File: config.mk
export PLATFORM = sky130hd
export DESIGN_NAME = turf_bus_master_arb_flat
export DESIGN_NICKNAME = d
export VERILOG_FILES = /design/src/rtl/turf_bus_master_arb_pkg.sv /design/src/rtl/turf_bus_master_arb_if.sv /design/src/rtl/turf_rr_arb2.sv /design/src/rtl/turf_bus_master_arb.sv /design/src/flat_wrapper.sv
export SDC_FILE = /design/constraint.sdc
export NUM_CORES = 1
export LEC_CHECK = 0
export BUFFER_PORTS_ARGS = -buffer_cell sky130_fd_sc_hd__buf_4
export CAP_MARGIN = 0
export CORE_MARGIN = 4
export CORE_UTILIZATION = 56
export CTS_BUF_LIST = sky130_fd_sc_hd__clkbuf_4 sky130_fd_sc_hd__clkbuf_8
export DETAILED_ROUTE_END_ITERATION = 16
export PLACE_DENSITY = 0.88
export SKIP_CTS_REPAIR_TIMING = 1
export SLEW_MARGIN = 20
export SYNTH_ARGS = -nofsm -noshare
export SYNTH_HDL_FRONTEND = slang
export SYNTH_HIERARCHICAL = 1
export SYNTH_SLANG_ARGS = --single-unit
File: constraint.sdc
create_clock -name clk_i -period 3.3 [get_ports clk_i]
set_input_delay 0.165 -clock clk_i [delete_from_list [all_inputs] [get_ports clk_i]]
set_output_delay 0.165 -clock clk_i [all_outputs]
set_load 0.1 [all_outputs]
File: src/rtl/turf_bus_master_arb_pkg.sv
// Shared TURF bus constants: FSM state encoding, bytes per word, address bank map
// and the legal ranges of the master's timing parameters.
package turf_bus_pkg;

    typedef enum logic [2:0] {
        ST_IDLE  = 3'd0,
        ST_ADDR  = 3'd1,
        ST_WDATA = 3'd2,
        ST_RWAIT = 3'd3,
        ST_RDATA = 3'd4,
        ST_GAP   = 3'd5
    } state_e;

    localparam int NUM_BYTES = 4;

    // Address [7:6] selects the bank, [5:0] the index within it.
    localparam logic [1:0] BANK_REGS = 2'd0;
    localparam logic [1:0] BANK_EVT0 = 2'd1;
    localparam logic [1:0] BANK_EVT1 = 2'd2;
    localparam logic [1:0] BANK_SCAL = 2'd3;

    localparam int RD_DLY_MIN = 1;
    localparam int RD_DLY_MAX = 7;
    localparam int GAP_MIN    = 1;
    localparam int GAP_MAX    = 3;

endpackage

File: src/rtl/turf_bus_master_arb_if.sv
// TURF byte-wide bus as seen by the master (drives nCS/WnR/DIO) and the slave.
interface turf_bus_master_arb_if;
    logic       bus_ncs_o;
    logic       bus_wnr_o;
    logic [7:0] bus_do_o;
    logic       bus_oe_o;
    logic [7:0] bus_di_i;

    modport master (output bus_ncs_o, bus_wnr_o, bus_do_o, bus_oe_o, input bus_di_i);
    modport slave  (input bus_ncs_o, bus_wnr_o, bus_do_o, bus_oe_o, output bus_di_i);
endinterface

File: src/rtl/turf_rr_arb2.sv
// Two-way arbiter with one-hot grant. Round-robin by default; strict priority to
// request 0 when TURF_BUS_FIXED_PRIO_EN is defined.
module turf_rr_arb2 (
    input  logic       clk_i,
    input  logic       rst_i,
    input  logic [1:0] req_i,
    input  logic       accept_i,
    output logic [1:0] gnt_o
);
`ifdef TURF_BUS_FIXED_PRIO_EN
    always_comb begin
        gnt_o = 2'b00;
        if (req_i[0])      gnt_o = 2'b01;
        else if (req_i[1]) gnt_o = 2'b10;
    end
`else
    // last_q = 1 means requester 1 won most recently, so a tie goes to 0.
    logic last_q, last_d;

    always_comb begin
        gnt_o = 2'b00;
        case (req_i)
            2'b01:   gnt_o = 2'b01;
            2'b10:   gnt_o = 2'b10;
            2'b11:   gnt_o = last_q ? 2'b01 : 2'b10;
            default: gnt_o = 2'b00;
        endcase
    end

    always_comb begin
        last_d = last_q;
        if (accept_i && (gnt_o != 2'b00)) last_d = gnt_o[1];
    end

    always_ff @(posedge clk_i) begin
        if (rst_i) last_q <= 1'b1;
        else       last_q <= last_d;
    end
`endif
endmodule

File: src/rtl/turf_bus_master_arb.sv
// Arbitrates two requesters onto the TURF byte bus: address cycle, four data bytes
// LSB first, then a bus-release gap. Optional macro: TURF_BUS_FIXED_PRIO_EN.
module turf_bus_master_arb
    import turf_bus_pkg::*;
#(
    parameter int RD_SAMPLE_DLY = 2,
    parameter int GAP_CYCLES    = 1
) (
    input  logic        clk_i,
    input  logic        rst_i,
    input  logic        req0_valid_i,
    input  logic        req0_wr_i,
    input  logic [7:0]  req0_addr_i,
    input  logic [31:0] req0_wdata_i,
    output logic        req0_ready_o,
    output logic        req0_done_o,
    output logic [31:0] req0_rdata_o,
    input  logic        req1_valid_i,
    input  logic        req1_wr_i,
    input  logic [7:0]  req1_addr_i,
    input  logic [31:0] req1_wdata_i,
    output logic        req1_ready_o,
    output logic        req1_done_o,
    output logic [31:0] req1_rdata_o,
    turf_bus_master_arb_if.master bus
);
    if (RD_SAMPLE_DLY < RD_DLY_MIN || RD_SAMPLE_DLY > RD_DLY_MAX) begin : g_bad_dly
        $error("RD_SAMPLE_DLY out of range");
    end
    if (GAP_CYCLES < GAP_MIN || GAP_CYCLES > GAP_MAX) begin : g_bad_gap
        $error("GAP_CYCLES out of range");
    end

    localparam logic [2:0] LAST_BYTE  = 3'(NUM_BYTES - 1);
    localparam logic [2:0] RWAIT_LAST = 3'(RD_SAMPLE_DLY - 2);
    localparam logic [2:0] GAP_LAST   = 3'(GAP_CYCLES - 1);

    state_e            state_q, state_d;
    logic [2:0]        cnt_q, cnt_d;
    logic              wr_q, wr_d;
    logic [7:0]        addr_q, addr_d;
    logic [31:0]       shreg_q, shreg_d;
    logic              gsel_q, gsel_d;
    logic [1:0][31:0]  rdata_q, rdata_d;

    logic [1:0] req_vld, gnt;
    logic       accept, done;
    logic       ncs, wnr, oe;
    logic [7:0] dout;

    assign req_vld = {req1_valid_i, req0_valid_i};
    assign accept  = (state_q == ST_IDLE) && (req_vld != 2'b00) && !rst_i;

    turf_rr_arb2 u_arb (
        .clk_i    (clk_i),
        .rst_i    (rst_i),
        .req_i    (req_vld),
        .accept_i (accept),
        .gnt_o    (gnt)
    );

    // shreg_q shifts write bytes out of [7:0] and read bytes in at [31:24].
    always_comb begin
        state_d = state_q;
        cnt_d   = cnt_q;
        wr_d    = wr_q;
        addr_d  = addr_q;
        shreg_d = shreg_q;
        gsel_d  = gsel_q;
        rdata_d = rdata_q;
        ncs     = 1'b1;
        wnr     = wr_q;
        oe      = 1'b0;
        dout    = 8'h00;
        done    = 1'b0;
        case (state_q)
            ST_IDLE: begin
                wnr = 1'b1;
                if (accept) begin
                    gsel_d  = gnt[1];
                    wr_d    = gnt[1] ? req1_wr_i    : req0_wr_i;
                    addr_d  = gnt[1] ? req1_addr_i  : req0_addr_i;
                    shreg_d = gnt[1] ? req1_wdata_i : req0_wdata_i;
                    state_d = ST_ADDR;
                end
            end
            ST_ADDR: begin
                ncs   = 1'b0;
                oe    = 1'b1;
                dout  = addr_q;
                cnt_d = 3'd0;
                if (wr_q)                    state_d = ST_WDATA;
                else if (RD_SAMPLE_DLY == 1) state_d = ST_RDATA;
                else                         state_d = ST_RWAIT;
            end
            ST_WDATA: begin
                oe      = 1'b1;
                dout    = shreg_q[7:0];
                shreg_d = {8'h00, shreg_q[31:8]};
                cnt_d   = cnt_q + 3'd1;
                if (cnt_q == LAST_BYTE) begin
                    cnt_d   = 3'd0;
                    state_d = ST_GAP;
                end
            end
            ST_RWAIT: begin
                cnt_d = cnt_q + 3'd1;
                if (cnt_q == RWAIT_LAST) begin
                    cnt_d   = 3'd0;
                    state_d = ST_RDATA;
                end
            end
            ST_RDATA: begin
                shreg_d = {bus.bus_di_i, shreg_q[31:8]};
                cnt_d   = cnt_q + 3'd1;
                if (cnt_q == LAST_BYTE) begin
                    rdata_d[gsel_q] = shreg_d;
                    cnt_d           = 3'd0;
                    state_d         = ST_GAP;
                end
            end
            ST_GAP: begin
                done  = (cnt_q == 3'd0);
                cnt_d = cnt_q + 3'd1;
                if (cnt_q == GAP_LAST) begin
                    cnt_d   = 3'd0;
                    state_d = ST_IDLE;
                end
            end
            default: state_d = ST_IDLE;
        endcase
    end

    always_ff @(posedge clk_i) begin
        if (rst_i) begin
            state_q <= ST_IDLE;
            cnt_q   <= 3'd0;
            wr_q    <= 1'b1;
            addr_q  <= 8'h00;
            shreg_q <= 32'h0;
            gsel_q  <= 1'b0;
            rdata_q <= '0;
        end else begin
            state_q <= state_d;
            cnt_q   <= cnt_d;
            wr_q    <= wr_d;
            addr_q  <= addr_d;
            shreg_q <= shreg_d;
            gsel_q  <= gsel_d;
            rdata_q <= rdata_d;
        end
    end

    assign bus.bus_ncs_o = ncs;
    assign bus.bus_wnr_o = wnr;
    assign bus.bus_oe_o  = oe;
    assign bus.bus_do_o  = dout;

    assign req0_ready_o = accept & gnt[0];
    assign req1_ready_o = accept & gnt[1];
    assign req0_done_o  = done & !gsel_q & !rst_i;
    assign req1_done_o  = done &  gsel_q & !rst_i;
    assign req0_rdata_o = rdata_q[0];
    assign req1_rdata_o = rdata_q[1];

endmodule

File: src/flat_wrapper.sv
// flat-port wrapper written by rule: the top's interface ports become plain ports
module turf_bus_master_arb_flat import turf_bus_pkg::*;
#(
    parameter int RD_SAMPLE_DLY = 2,
    parameter int GAP_CYCLES    = 1
)
  (clk_i, rst_i, req0_valid_i, req0_wr_i, req0_addr_i, req0_wdata_i, req0_ready_o, req0_done_o, req0_rdata_o, req1_valid_i, req1_wr_i, req1_addr_i, req1_wdata_i, req1_ready_o, req1_done_o, req1_rdata_o, bus_bus_ncs_o, bus_bus_wnr_o, bus_bus_do_o, bus_bus_oe_o, bus_bus_di_i);
  turf_bus_master_arb_if bus_i ();
  input  logic clk_i;
  input  logic rst_i;
  input  logic req0_valid_i;
  input  logic req0_wr_i;
  input  logic [7:0] req0_addr_i;
  input  logic [31:0] req0_wdata_i;
  output logic req0_ready_o;
  output logic req0_done_o;
  output logic [31:0] req0_rdata_o;
  input  logic req1_valid_i;
  input  logic req1_wr_i;
  input  logic [7:0] req1_addr_i;
  input  logic [31:0] req1_wdata_i;
  output logic req1_ready_o;
  output logic req1_done_o;
  output logic [31:0] req1_rdata_o;
  output wire logic [$bits(bus_i.bus_ncs_o)-1:0] bus_bus_ncs_o;
  output wire logic [$bits(bus_i.bus_wnr_o)-1:0] bus_bus_wnr_o;
  output wire logic [$bits(bus_i.bus_do_o)-1:0] bus_bus_do_o;
  output wire logic [$bits(bus_i.bus_oe_o)-1:0] bus_bus_oe_o;
  input wire logic [$bits(bus_i.bus_di_i)-1:0] bus_bus_di_i;
  assign bus_bus_ncs_o = bus_i.bus_ncs_o;
  assign bus_bus_wnr_o = bus_i.bus_wnr_o;
  assign bus_bus_do_o = bus_i.bus_do_o;
  assign bus_bus_oe_o = bus_i.bus_oe_o;
  assign bus_i.bus_di_i = bus_bus_di_i;
  turf_bus_master_arb #(.RD_SAMPLE_DLY(RD_SAMPLE_DLY), .GAP_CYCLES(GAP_CYCLES)) u_core (.clk_i(clk_i), .rst_i(rst_i), .req0_valid_i(req0_valid_i), .req0_wr_i(req0_wr_i), .req0_addr_i(req0_addr_i), .req0_wdata_i(req0_wdata_i), .req0_ready_o(req0_ready_o), .req0_done_o(req0_done_o), .req0_rdata_o(req0_rdata_o), .req1_valid_i(req1_valid_i), .req1_wr_i(req1_wr_i), .req1_addr_i(req1_addr_i), .req1_wdata_i(req1_wdata_i), .req1_ready_o(req1_ready_o), .req1_done_o(req1_done_o), .req1_rdata_o(req1_rdata_o), .bus(bus_i));
endmodule
Word-level counts from Yosys, hierarchy flattened. Index checks and enable logic that the tools add are counted.

Bits in registers: 113. Bits in latches: 0. Memory bits (writable): 0. Memory bits (read-only): 0. Input bits: 94. Output and inout port bits: 79. Logic and storage cells: 74. Memories: 0.

Add/sub/neg operators: 1. $mul: 0. Divide/modulo/power cells: 0. $lt $le $gt $ge: 2. Eq/ne operators: 13. Shifts and indexed selects: 0. Mux-type cells: 24. Bitwise operators: 6. Reductions and logical operators: 19.

Operators with widths (number): $mux W32 (3); $pmux W32 S3 (1); $bwmux W64 (1); $demux W32 S1 (1); $mux W3 (6); $pmux W8 S2 (1); $pmux W3 S5 (1); $eq A3 B2 Y1 const B (3); $pmux W3 S3 (1); $mux W8 (1); $ne A2 B1 Y1 const B (4); $and A1 B1 Y1 (6); $eq A3 B3 Y1 const B (2); $logic_not A3 Y1 (2); $mux W1 (6); $pmux W2 S3 (1); $reduce_and A2 Y1 (3); $reduce_bool A3 Y1 (2); $reduce_or A2 Y1 (3); $eq A2 B2 Y1 const B (2); $logic_and A1 B1 Y1 (4); $reduce_and A4 Y1 (1); $reduce_bool A2 Y1 (2); $add A3 B1 Y3 const B (1); other kinds (6) (7).

Depth between registers and ports, before layout.
Depth after elaboration: 5. Depth in mapped cells: 7. Gate-level depth less buffers: 7.

Hierarchy. The synthesis kept the hierarchy.

Modules (own cells, without submodules): turf_bus_master_arb (instances 1, cells an instance 585, area each 5011.1 sq um, sequential area each 2242.2 sq um); turf_rr_arb2 (instances 1, cells an instance 7, area each 61.3 sq um, sequential area each 20.0 sq um).

Worst setup path before layout. Ideal clock, no wire load.

Path type: reg2out. From: reg u_core.state_q[0]. To: out bus_bus_do_o[1]. Arrival: 2.483 ns. Data required time: 3.135 ns. Slack: 0.652 ns. Stages on the path, launching flop included: 6. Path buffers: 2. Path through: dfxtp_1 clkbuf_1 nor2b_1 clkbuf_1 a22oi_1 nor2_1.

Word-level cells in the longest chain between the ends: 2. Elaborated cells on any way between the ends: 3. Classes of those cells: eq/ne (2); mux (1).

Ends and longest elaborated chain: start: declaration (RTL line turf_bus_master_arb.sv:38) `state_e state_q, state_d;`; start signal: assignment (RTL line turf_bus_master_arb.sv:144) `state_q <= state_d;`; $eq A3 B2 Y1 or $eq A3 B1 Y1 (tied branches) (RTL line turf_bus_master_arb.sv:76) `case (state_q)`; $pmux W8 S2 * (RTL line turf_bus_master_arb.sv:76); end: declaration (RTL line flat_wrapper.sv:27) `output wire logic [$bits(bus_i.bus_do_o)-1:0] bus_bus_do_o;`.

Every way passes the cells marked *; elsewhere a longest branch is shown, timed or not.

Worst setup path in the final report.
From: reg u_core.state_q[2]. To: out req1_ready_o.

Word-level cells in the longest chain between the ends: 4.

Ends and longest elaborated chain: $logic_not A3 Y1 (RTL line turf_bus_master_arb.sv:52) `assign accept = (state_q == ST_IDLE) && (req_vld != 2'b00) && !rst_i;`; $logic_and A1 B1 Y1 (2 in series) (RTL line turf_bus_master_arb.sv:52); net u_core.accept (RTL line turf_bus_master_arb.sv:47) `logic accept, done;`; $and A1 B1 Y1 (RTL line turf_bus_master_arb.sv:160) `assign req1_ready_o = accept & gnt[1];`; end: declaration (RTL line flat_wrapper.sv:22) `output logic req1_ready_o;`.

The timed path passes the listed nets, and every way through them passes these cells.

==> run_results.csv <==
group,metric,value,unit
synthesis,ys_ff_latch,113,
status,status,"finished, final reports clean",
synthesis,synth_area_leaders,"dfxtp_1, nand2_1, mux2i_1",
detailed_routing,wl_met3,1280,um
pwr,powerDensity,557,nW/um2
global_routing,grt_max_degree,60,
place,dpl.hpwl,10300,um
finish,area_growth,34.9,%
synthesis,synth_async_sr_flop_share,0,%
sta,drv_slew,0,
cts,clk_latency,0.42,ns
detailed_routing,ant_nets,0,
finish,final_nets,847,
detailed_routing,met1_length,5780,um
synthesis,synthDistinctLibCells,39,
synthesis,post-synth-top-count-cell,"nand2_1",
floorplan,io_pins,173,
detailed_routing,routed_wire_length_per_instance,16.7,um
critical_path,critical_path.slowest_cell,"or3_1",
floorplan,rows,34,
synthesis,synth-edff-count,0,
synthesis,ys_seq_area_share,44.6,%
place,portBuffers,172,
pwr,seqPwrFrac,42.4,%
synthesis,synth_fp_nets,690,
sta,grt_setup_unrepaired,"no",
pwr,swShare,33.2,%
detailed_routing,finalWirelength,14500,um
critical_path,path_delay_family,"simple AND/OR/NAND/NOR gates",
sta,fmax,380,MHz
critical_path,cp_max_fo,20,
floorplan,coreArea,8760,um2
pwr,combPwrFrac,23.0,%
detailed_routing,met2WireLength,7240,um
detailed_routing,drtPass1Iterations,5,
global_routing,grt_overflow,0,
critical_path,worstSetupPathType,"reg -> out",
cts,clockRootBuffer,"clkbuf_8",
pwr,p_leak,2.80,nW
detailed_routing,drt_iter0_markers,349,
cts,h-tree-depth,4,
cts,cts.path.max_buffers,2,
sta,post-route-period-util,79.8,%
pwr,p_clk_share,34.6,%
critical_path,cp.required,3.13,ns
finish,drive_gt1_share,32.7,%
pwr,ir_worst_vdd,0.414,mV
sta,min_period,2.63,ns
synthesis,yosysTopAreaCell,"dfxtp_1",
critical_path,cp_common_cell,"or3_1",
synthesis,ys_warn_count,6,
cts,numClockSinks,113,
sta,tns,0,ns
synthesis,synth_top_area_share,44.6,%
run,drv_cap,0,
global_routing,grt_first_pass_wirelength,21800,um
detailed_routing,drc,0,
critical_path,cp_cell_sequence,"or3_1 > or3_1 > clkinv_4 > and2_4 > buf_4",
critical_path,crit_path_start_kind,"register",
finish,antenna_cells,0,
detailed_routing,vias_per_cell,5.62,
floorplan,die_w,103,um
sta,tightestPinTransition,0.724,ns
min_path,hp-class,"in -> reg",
floorplan,dieArea,10600,um2
detailed_routing,highest_layer,"met4",
pwr,switchingPower,0.00127,W
sta,setup_viol,0,
critical_path,cp-end-kind,"output port",
synthesis,synthTopCellsByCount,"nand2_1, dfxtp_1, a21oi_1",
sta,slew_headroom,51.6,%
sta,fin_ws,0.666,ns
floorplan,die_h,103,um
synthesis,syn_avg_cell_area,8.57,um2
detailed_routing,vias,4892,
sta,clock_skew,0.0110,ns
global_routing,grtUsageTotal,26.3,%
cts,cts-buffers-inserted,17,
cts,clk_pin_slew,0.07,ns
synthesis,syn_area,5070,um2
critical_path,cp.buffers_inverters,2,
critical_path,critPathMaxStageDelay,0.51,ns
floorplan,start_util,57.9,%
global_routing,grt_pass1_vias,4557,
synthesis,synth_cells,592,
pwr,intPower,0.00255,W
critical_path,critPathArrivalTime,2.47,ns
global_routing,antenna_found_initial,0,
cts,tritoncts,"built",
place,gp_congestion,0.848,
synthesis,dominantRegCellSynth,"dfxtp_1",
sta,hold_violations,0,
place,dp_slack,1.13,ns
## path summary, 6_finish.rpt
path                            cells past startpoint                              endpoint  slack, ns                                 from
worst min-delay path                                3  u_core/req1_rdata_o[27]$_SDFFE_PP0P_       0.02                      bus_bus_di_i[3]
worst min register to register                      2   u_core/req1_rdata_o[1]$_SDFFE_PP0P_       0.45  u_core/req1_rdata_o[1]$_SDFFE_PP0P_
worst max-delay path                                5                          req1_ready_o       0.67       u_core/state_q[2]$_SDFFE_PP0P_
worst max register to register                      6  u_core/req0_rdata_o[15]$_SDFFE_PP0P_       1.09       u_core/state_q[2]$_SDFFE_PP0P_
## flip-flops by register name, summed over array words and instances, names as in the netlist
| signal | count |
|---|---|
| u_core/req1_rdata_o | 32 |
| u_core/wr_q | 1 |
| u_core/cnt_q | 3 |
| u_core/addr_q | 8 |
| u_core/gsel_q | 1 |
| u_core/u_arb/last_q | 1 |
| u_core/req0_rdata_o | 32 |
| u_core/state_q | 3 |
| u_core/shreg_q | 32 |
## layout make-up
cell class	instances	area, um2
clock buffers	19	262
well taps	108	135
fillers	579	1920
multi-input cells	420	2570
clock inverters	13	151
inverters	9	38.8
flip-flops and latches	113	2260
repair buffers	188	1420
## worst reg2reg max path, stage by stage (launching register included)
cell and delay, ns:
dfxtp_1 0.69, nor3b_2 0.29, buf_4 0.21, nand3b_1 0.35, buf_4 0.36, nand2_1 0.12
a21oi_1 0.07
## metrics by stage
step           hold slack, ns  area [um2]  std cells  util, %  power (W)
3_5_place_dp            0.444        6390        834     72.9    0.00250
5_1_grt               0.00153        6840        870     78.1    0.00396
4_1_cts              -0.00610        6800        866     77.6    0.00380
2_1_floorplan           0.275        5070        592        -    0.00224
6_report               0.0201        6840        870     78.1    0.00381
3_3_place_gp            0.439        6390        834     72.9    0.00247
## power groups by stage
stage | combinational [W] | clock (W) | sequential [W]
final | 0.000876 | 0.00132 | 0.00162
after global routing | 0.000936 | 0.00140 | 0.00163
after CTS | 0.000867 | 0.00133 | 0.00161
after detailed placement | 0.000862 | 0 | 0.00164
after global placement | 0.000840 | 0 | 0.00163
after floorplan | 0.000671 | 0 | 0.00157
## cells in the final DEF (no fill, tap or decap), types with 2 or more instances in the layout
master         count
a2bb2oi_1          8
o21ai_0            3
ha_1               4
inv_6              3
or3_1              2
and3_1             4
o2bb2ai_1          8
inv_1              8
a211oi_1           8
mux2i_1           41
a21o_1             2
o22ai_1           25
mux2_2            24
dfxtp_1          113
bufinv_16          2
a22oi_1           10
a21oi_1           69
nand3b_1           2
nand2b_1          29
nor2b_1            2
clkinv_4           5
buf_4            184
dlygate4sd3_1      4
nor2_1            25
nand2_1          136
clkbuf_8          19
clkinvlp_4         4
## logic make-up after synthesis
family,Yosys count,synth area share (%)
compound gates,142,17.4
xor+xnor,1,0.173
fa+ha+maj,4,0.987
buf+inv,59,5.43
flops,113,44.6
mux,65,13.4
simple gates,208,18.0
## metal layers
layer  global-route usage [%]  vias to the layer above
met5                        0                        -
met4                     8.57                        0
met3                     5.77                       21
met2                     45.3                      261
met1                     32.6                     2265
li1                         -                     2345
No activity file was read; power rests on OpenSTA's default activity.
